File: config.mk
export PLATFORM = sky130hd
export DESIGN_NAME = prog_loader
export DESIGN_NICKNAME = d
export VERILOG_FILES = /design/src/rtl/prog_loader.sv
export SDC_FILE = /design/constraint.sdc
export NUM_CORES = 1
export LEC_CHECK = 0
export ABC_AREA = 1
export CAP_MARGIN = 40
export CELL_PAD_IN_SITES_DETAIL_PLACEMENT = 0
export CELL_PAD_IN_SITES_GLOBAL_PLACEMENT = 1
export CORE_MARGIN = 5
export CORE_UTILIZATION = 40
export CTS_CLUSTER_SIZE = 16
export DETAILED_ROUTE_END_ITERATION = 12
export MAX_ROUTING_LAYER = met4
export PLACE_DENSITY_LB_ADDON = 0.1
export SYNTH_ARGS = -nofsm -noshare
export SYNTH_HDL_FRONTEND = slang
export SYNTH_SLANG_ARGS = --single-unit
File: constraint.sdc
create_clock -name clock -period 3.5 [get_ports clock]
set_input_delay 0.7 -clock clock [delete_from_list [all_inputs] [get_ports clock]]
set_output_delay 0.7 -clock clock [all_outputs]
set_load 0.1 [all_outputs]
File: src/rtl/prog_loader.sv
// prog_loader -- streams a length-prefixed program image into a byte-wide RAM
// and holds the processor in reset until the image is known-good.
//
// Session: start pulse -> length byte N (8'h00 = 256) -> N payload bytes,
// each written to RAM at START_ADDR, START_ADDR+1, ... (mod 256) one cycle
// after it is accepted. With LOADER_CHECKSUM_EN defined a trailing checksum
// byte (8-bit sum of the payload) is compared before the image is released.
//
// Ports:
//   clock      rising-edge clock
//   reset      asynchronous active-low reset
//   start      one-cycle pulse, begins a session from IDLE/DONE/ERROR
//   rx_valid   byte stream valid
//   rx_data    byte stream data
//   rx_ready   loader can accept a byte this cycle
//   mem_we     RAM write strobe (one cycle per payload byte)
//   mem_addr   RAM write address
//   mem_data   RAM write data
//   cpu_reset  processor hold, low only in DONE
//   done       load completed successfully
//   error      checksum mismatch (tied 0 without LOADER_CHECKSUM_EN)
//
// Optional feature macro: LOADER_CHECKSUM_EN
module prog_loader #(
  parameter logic [7:0] START_ADDR = 8'h00
) (
  input  logic       clock,
  input  logic       reset,
  input  logic       start,
  input  logic       rx_valid,
  input  logic [7:0] rx_data,
  output logic       rx_ready,
  output logic       mem_we,
  output logic [7:0] mem_addr,
  output logic [7:0] mem_data,
  output logic       cpu_reset,
  output logic       done,
  output logic       error
);

  typedef enum logic [2:0] {
    S_IDLE  = 3'd0,
    S_LEN   = 3'd1,
    S_LOAD  = 3'd2,
`ifdef LOADER_CHECKSUM_EN
    S_CHECK = 3'd3,
`endif
    S_DONE  = 3'd4,
    S_ERROR = 3'd5
  } state_t;

  state_t     state, nxt;
  logic [7:0] cnt;   // remaining payload bytes; 0 at load time means 256
  logic [7:0] addr;  // address of the next payload byte
  logic       last;

`ifdef LOADER_CHECKSUM_EN
  logic [7:0] sum;
`endif

  assign last = (cnt == 8'd1);

  always_ff @(posedge clock or negedge reset) begin
    if (!reset) state <= S_IDLE;
    else        state <= nxt;
  end

  always_comb begin
    nxt      = state;
    rx_ready = 1'b0;
    case (state)
      S_IDLE: if (start) nxt = S_LEN;
      S_LEN: begin
        rx_ready = 1'b1;
        if (rx_valid) nxt = S_LOAD;
      end
      S_LOAD: begin
        rx_ready = 1'b1;
`ifdef LOADER_CHECKSUM_EN
        if (rx_valid && last) nxt = S_CHECK;
`else
        if (rx_valid && last) nxt = S_DONE;
`endif
      end
`ifdef LOADER_CHECKSUM_EN
      S_CHECK: begin
        rx_ready = 1'b1;
        if (rx_valid) nxt = (rx_data == sum) ? S_DONE : S_ERROR;
      end
`endif
      S_DONE:  if (start) nxt = S_LEN;
      S_ERROR: if (start) nxt = S_LEN;
      default: nxt = S_IDLE;
    endcase
  end

  // Payload bytes are registered with their address so the RAM sees a clean
  // one-cycle write the cycle after acceptance; the last write therefore
  // lands in the first DONE (or CHECK) cycle.
  always_ff @(posedge clock or negedge reset) begin
    if (!reset) begin
      cnt      <= 8'h00;
      addr     <= 8'h00;
      mem_we   <= 1'b0;
      mem_addr <= 8'h00;
      mem_data <= 8'h00;
`ifdef LOADER_CHECKSUM_EN
      sum      <= 8'h00;
`endif
    end else begin
      mem_we <= 1'b0;
      if (state == S_LEN && rx_valid) begin
        cnt  <= rx_data;
        addr <= START_ADDR;
`ifdef LOADER_CHECKSUM_EN
        sum  <= 8'h00;
`endif
      end
      if (state == S_LOAD && rx_valid) begin
        mem_we   <= 1'b1;
        mem_addr <= addr;
        mem_data <= rx_data;
        addr     <= addr + 8'd1;
        cnt      <= cnt - 8'd1;
`ifdef LOADER_CHECKSUM_EN
        sum      <= sum + rx_data;
`endif
      end
    end
  end

  assign done      = (state == S_DONE);
  assign cpu_reset = (state != S_DONE);
`ifdef LOADER_CHECKSUM_EN
  assign error     = (state == S_ERROR);
`else
  assign error     = 1'b0;
`endif

endmodule
==> metrics.txt, run 1 <==
WP data arrival 1400 ps; Post-synth EDFFs 0; Hold Path Class input pin to async pin; M2 GR Usage 0.228; Yosys cell types 26; crit-path max FO 6; largest cells by area after synthesis dfrtp_1, nand2_1, o21ai_0, inv_1, nand3_1; area grow syn2layout 38.8%; Final min period 2100 ps; Port Buf Inserts 31; DR pass1 iterations 4; Req. time, crit path 2800 ps; asr flop ratio synth 1.00; met3 Use GR 0.0324; sequential cell area 901 sq um; antenna violations before repair 0; Top Family by Delay on Critical Path flip-flops; RSZ-0062 raised after global routing no; cell count of the worst reg-to-reg path 7; post-route ant nets 0; drt drc 0; CTS clock-pin slew for the worst setup and hold paths 70 ps; Post-CTS Hold Fix Bufs 0; RePlAce Congestion 0.771; post-synthesis instance area 1820 sq um; routed vias/inst 4.71; total of cells resized after clock tree synthesis 0; dpl cell area 2420 sq um; top cell type's share of synthesized area 0.495; global-route wire length before repair 7.11 mm; WL final 3.97 mm; CTS buffer count 5; largest net degree at the start of global routing 40; clk_skew 3.89 ps; vertical die dimension 77.5 um; sequential-to-total area share from yosys stat 0.495; site row count 24; crit path max-delay cell type dfrtp_1; met1 GRT Util 0.195; Final Setup Violations 0; Fillers 410; vias in the first global route 1511; grt ovf 0; CP Cell Sequence inv_2, nand3_4, nand2_1, buf_4; list of most frequent post-synthesis cells nand2_1, dfrtp_1, inv_1; Reg2Reg Setup Slack 1760 ps; Vias 1559; setup TNS 0 ps; worst-skew pair later-pin latency 280 ps; largest area contributor in the netlist dfrtp_1; drt wl/cell 12.0 um; top_reg_cell synth dfrtp_1; Final Hold Fails 0; multi-input logic area 753 sq um; Tot GR Track Use 0.149; share of cells above drive strength 1 0.143; Tcrit/Tclk final 0.599; Worst R2R End cnt[2]$_DFFE_PN0P_; Avg Inst Size Synth 7.98 sq um; Synth Register Bits 36; H-tree levels 2; max cap viols 0; relative slew slack 0.568; count leader, synth nand2_1; synth warn 0; Post-Synthesis Net Count 243; final net count 293; initial core utilization 0.415; Setup CP Type flop to output pin; Most Used Layer, Global Route met2; Worst Setup End Kind output pin; status finished, final reports clean; die area 6000 sq um; Crit path largest cell delay 470 ps; # diodes 0; CTS Sinks 36; CP Launch Type flop; estimated wirelength of the detail-placed design 2.89 mm; Post-Syn Instances 228; worst r2r src state[0]$_DFFE_PN0P_; CP Buf/Inv Count 2; core area 4380 sq um; die width 77.5 um; CTS max path bufs 2; Root Driver clkbuf_8; fin. max-slew vios 0; fmax 0.477 GHz; Final Cell Area 2530 sq um; CTS tree done; Post-CTS Setup Repair Bufs 0; Worst Tran Pin Value 645 ps; I/O Pins 33; Starting DRT DRC Count 62
==> final cells by class <==
| type | instances | share of cell area |
|---|---|---|
| Inverter | 32 | 0.0475 |
| Timing Repair Buffer | 49 | 0.230 |
| Tap cell | 52 | 0.0257 |
| Clock buffer | 6 | 0.0287 |
| Sequential cell | 36 | 0.356 |
| Multi-Input combinational cell | 154 | 0.298 |
| Clock inverter | 2 | 0.0139 |
==> cell families after synthesis <==
| logic type | Yosys count | synth area share |
|---|---|---|
| DFF | 36 | 0.495 |
| xor gates and xnor gates | 3 | 0.0144 |
| AOI/OAI and AO/OA | 39 | 0.113 |
| adders and majority gates | 3 | 0.0206 |
| other | 1 | 0.00206 |
| and+or+nand+nor | 108 | 0.261 |
| buffers and inverters | 38 | 0.0942 |
==> cell usage in the layout, fill, tap and decap left out, types with 2 or more instances in the layout <==
cell / Yosys / final
nand2_1: 69 / 69
dfrtp_1: 36 / 36
inv_1: 28 / 28
clkdlybuf4s50_1: 0 / 27
o21ai_0: 23 / 23
nand3_1: 17 / 17
buf_8: 0 / 17
nor2_1: 12 / 12
o21ai_1: 10 / 10
clkbuf_8: 0 / 5
inv_2: 4 / 4
o22ai_1: 3 / 3
ha_1: 3 / 3
buf_4: 1 / 3
nor3_1: 3 / 2
xnor2_1: 2 / 2
nand4_1: 2 / 2
==> metal layers <==
layer / share of wire / vias up
met4: 0.013 / 0
met3: 0.038 / 4
met2: 0.44 / 26
met5: 0 / -
li1: - / 824
met1: 0.51 / 705
==> sequential cells by signal, indices dropped and copies added (netlist names) <==
signal,count
mem_addr,8
cnt,8
mem_data,8
state,3
addr,8
mem_we,1
==> stage by stage <==
stage          hold WS, ps  worst slack (ps)   util  instances
6_report               358              1400  0.576        331
4_1_cts                377              1400  0.576        331
3_3_place_gp           462              1230  0.487        305
5_1_grt                382              1340  0.576        331
2_1_floorplan          404               239      -        228
3_5_place_dp           465              1200  0.552        323
==> how the worst max path moves through the flow <==
| stage | startpoint | to | slack [ps] | cells past startpoint |
|---|---|---|---|---|
| after floorplan | state[0]$_DFFE_PN0P_ | cpu_reset | 240 | 2 |
| after global placement | rx_valid | cnt[2]$_DFFE_PN0P_ | 1230 | 5 |
| after global routing | mem_data[0]$_DFFE_PN0P_ | mem_data[0] | 1340 | 2 |
| final | state[0]$_DFFE_PN0P_ | rx_ready | 1400 | 4 |
| after CTS | state[0]$_DFFE_PN0P_ | rx_ready | 1400 | 4 |
| after detailed placement | rx_valid | cnt[2]$_DFFE_PN0P_ | 1200 | 5 |
Power of run 1 is left out: the tool's default activity adds up to more than one toggle a clock period on the data nets, which glitch-free logic cannot reach.
==> inputs of run 2 (changes only) <==
Settings changed: CORE_UTILIZATION 40 to 34.
Clock period 3.5 ns to 1.8 ns, I/O delays scaled along.
==> run 2 against run 1 <==
Count of clock-buffer cells in the layout up 1; clock skew rose by 2.3 ps; global-route usage shrank 1.2 points; wire length increased by 4.0%; final area is 1.6% higher; flip-flop and latch count unchanged; critical path depth is the same; hold slack worse by 350 ps; critical path type unchanged; highest routed layer unchanged.
==> metrics.txt, run 2 (synthesized netlist as in run 1, its figures left out) <==
CTS tree done; Tcrit/Tclk final 0.923; routed vias/inst 4.52; area grow syn2layout 41.0%; I/O Pins 33; H-tree levels 2; cell count of the worst reg-to-reg path 7; initial core utilization 0.354; CTS max path bufs 2; clk_skew 6.15 ps; largest net degree at the start of global routing 37; CTS Sinks 36; drt wl/cell 12.2 um; Port Buf Inserts 31; max cap viols 0; # diodes 0; Post-CTS Setup Repair Bufs 0; Req. time, crit path 1440 ps; RePlAce Congestion 0.819; Reg2Reg Setup Slack 330 ps; Root Driver clkbuf_8; Final Hold Fails 0; RSZ-0062 raised after global routing no; Tot GR Track Use 0.136; Final min period 1660 ps; most common cell after layout, fill and taps aside nand2_1; fmax 0.602 GHz; WP data arrival 1300 ps; sequential cell area 901 sq um; CTS buffer count 5; share of cells above drive strength 1 0.179; Fillers 517; DR pass1 iterations 4; die width 83.2 um; antenna violations before repair 0; most frequent cells in the layout nand2_1, dfrtp_1, inv_1; multi-input logic area 762 sq um; Vias 1528; crit path max-delay cell type dfrtp_1; grt ovf 0; Hold Path Class input pin to async pin; total of cells resized after clock tree synthesis 0; WL final 4.13 mm; vertical die dimension 83.2 um; worst-skew pair later-pin latency 290 ps; post-route ant nets 0; Setup CP Type flop to output pin; CP Launch Type flop; drt drc 0; CP Cell Sequence inv_2, nand3_4, nand2_2, buf_12; vias in the first global route 1541; estimated wirelength of the detail-placed design 3.17 mm; status finished, final reports clean; die area 6920 sq um; Final Setup Violations 0; Crit path largest cell delay 470 ps; site row count 26; Starting DRT DRC Count 95; CTS clock-pin slew for the worst setup and hold paths 80 ps; fin. max-slew vios 0; global-route wire length before repair 7.47 mm; crit-path max FO 6; core area 5140 sq um; setup TNS 0 ps; Post-CTS Hold Fix Bufs 0; final net count 282; Worst Setup End Kind output pin
## run 2: cell types whose count changed in the layout (fill, tap and decap cells not counted), moves of 2 or more
cell / change
buf_12: +21
buf_8: -17
clkdlybuf4s50_1: -17
buf_4: +3
clkbuf_8: +2
## run 2: worst max-delay path, delay by kind of cell (launching register included)
family                 cells  cell delay (ps)
buffers and inverters      2              280
flip-flops                 1              470
AND/OR/NAND/NOR            2              240
## run 2: per-layer routing
metal / share of wire / GRT usage / up-vias / routed length, um
met3: 0.048 / 0.0366 / 5 / 198
met2: 0.44 / 0.202 / 35 / 1800
met5: 0 / - / - / 0
met4: 0.010 / 0.0446 / 0 / 43
li1: - / - / 803 / -
met1: 0.50 / 0.181 / 685 / 2080
## run 2: worst paths after layout
path | startpoint | end
max in group asynchronous | reset | mem_data[4]$_DFFE_PN0P_
worst min-delay path | reset | state[0]$_DFFE_PN0P_
worst min register to register | state[2]$_DFFE_PN0P_ | state[2]$_DFFE_PN0P_
worst max-delay path | state[0]$_DFFE_PN0P_ | rx_ready
worst max register to register | state[0]$_DFFE_PN0P_ | mem_addr[6]$_DFFE_PN0P_
min in group clock | state[2]$_DFFE_PN0P_ | state[2]$_DFFE_PN0P_
## run 2: cell type report
class                           count  area share
Clock buffer                        7      0.0375
Clock inverter                      1      0.0117
Inverter                           32      0.0468
Multi-Input combinational cell    154       0.297
Sequential cell                    36       0.351
Tap cell                           70      0.0341
Timing Repair Buffer               38       0.222
## run 2: per-stage QoR
step / hold slack, ps / worst slack [ps] / instances / instance area, sq um / utilization
final: 11.7 / 139 / 338 / 2570 / 0.500
after global routing: 26.1 / 53.9 / 338 / 2570 / 0.500
after CTS: 21.3 / 119 / 338 / 2570 / 0.500
after detailed placement: 342 / 109 / 330 / 2440 / 0.475
after global placement: 340 / 130 / 330 / 2440 / 0.475
after floorplan: 64.4 / -523 / 228 / 1830 / -
Power of run 2 is left out for the same reason.
==> inputs of run 3 (changes only) <==
Settings changed: PLACE_DENSITY set to 0.78, PLACE_DENSITY_LB_ADDON 0.1 to not set.
==> run 3 against run 2 <==
Flip-flop and latch count unchanged; utilization decreased by 0.80 points; final area decreased by 1.6%; hold slack improved by 470 ps; clock skew about the same; register-to-register slack about the same; non-clock buffer count decreased by 2; wire length decreased by 4.3%.
==> metrics.txt, run 3 (synthesized netlist as in run 1, its figures left out) <==
fin worst setup slack 141 ps; Final Setup Violations 0; CP Cell Sequence inv_2, nand3_4, nand2_2, buf_12; worst-skew pair later-pin latency 290 ps; CTS max path bufs 2; I/O Pins 33; Vias 1531; Final min period 1660 ps; area grow syn2layout 38.8%; crit path max-delay cell type dfrtp_1; drt drc 0; Root Driver clkbuf_8; CTS buffer count 5; CTS clock-pin slew for the worst setup and hold paths 70 ps; Tot GR Track Use 0.132; H-tree levels 2; initial core utilization 0.354; # diodes 0; RSZ-0062 raised after global routing no; DR pass1 iterations 4; CP Launch Type flop; routed vias/inst 4.56; post-route ant nets 0; die width 83.2 um; largest net degree at the start of global routing 37; final net count 280; Final Hold Fails 0; max cap viols 0; Post-CTS Setup Repair Bufs 0; Worst Setup End Kind output pin; fin. max-slew vios 0; RePlAce Congestion 0.809; WP data arrival 1300 ps; share of cells above drive strength 1 0.165; estimated wirelength of the detail-placed design 2.93 mm; most common cell after layout, fill and taps aside nand2_1; Port Buf Inserts 31; core area 5140 sq um; vias in the first global route 1551; grt ovf 0; Fillers 524; Finished Layout Cells 336; CTS tree done; global-route wire length before repair 7.24 mm; Starting DRT DRC Count 75; clk_skew 6.24 ps; dpl cell area 2420 sq um; Final Cell Area 2530 sq um; fmax 0.603 GHz; antenna violations before repair 0; Crit path largest cell delay 480 ps; Tcrit/Tclk final 0.922; site row count 26; CTS Sinks 36; Req. time, crit path 1440 ps; crit-path max FO 6; Post-CTS Hold Fix Bufs 0; drt wl/cell 11.8 um; Hold Path Class input pin to async pin; total of cells resized after clock tree synthesis 0; Place WS 112 ps; die area 6920 sq um; most frequent cells in the layout nand2_1, dfrtp_1, inv_1; setup TNS 0 ps; placed instance count 328; WL final 3.95 mm; status finished, final reports clean; Setup CP Type flop to output pin; vertical die dimension 83.2 um
run 3: final timing paths:
path                                 startpoint                       to  slack, ps  cells after the start
max                        state[0]$_DFFE_PN0P_                 rx_ready        140                      4
min                                       reset  mem_data[0]$_DFFE_PN0P_        480                      2
max reg2reg                state[0]$_DFFE_PN0P_       cnt[2]$_DFFE_PN0P_        320                      6
min reg2reg                state[2]$_DFFE_PN0P_     state[2]$_DFFE_PN0P_        500                      2
max in group asynchronous                 reset     state[2]$_DFFE_PN0P_        980                      2
min in group clock         state[2]$_DFFE_PN0P_     state[2]$_DFFE_PN0P_        500                      2
run 3: metrics by stage:
| step | hold slack (ps) | util |
|---|---|---|
| 2_1_floorplan | 64.4 | - |
| 4_1_cts | 501 | 0.491 |
| 3_5_place_dp | 488 | 0.471 |
| 6_report | 482 | 0.491 |
| 3_3_place_gp | 482 | 0.471 |
| 5_1_grt | 536 | 0.491 |
run 3: cell type report:
| cell class | count | area, sq um | area share |
|---|---|---|---|
| tap | 70 | 87.6 | 0.0347 |
| clock buffer | 6 | 72.6 | 0.0287 |
| timing repair buffer | 36 | 548 | 0.217 |
| clock inverter | 2 | 35.0 | 0.0139 |
| sequential | 36 | 901 | 0.357 |
| inverter | 32 | 120 | 0.0475 |
| multi-input combinational | 154 | 762 | 0.302 |
run 3: critical path, delay by kind of cell (launching register included):
family	cells	cell delay, ps
DFF	1	480
and+or+nand+nor	2	250
buffers and inverters	2	280
run 3: metal layers:
layer	part of all wire	routed length, um	track usage	vias up
li1	-	-	-	800
met1	0.50	1970	0.167	691
met2	0.42	1670	0.187	33
met3	0.050	196	0.0446	7
met4	0.028	110	0.0698	0
met5	0	0	-	-
Power of run 3 is left out for the same reason.
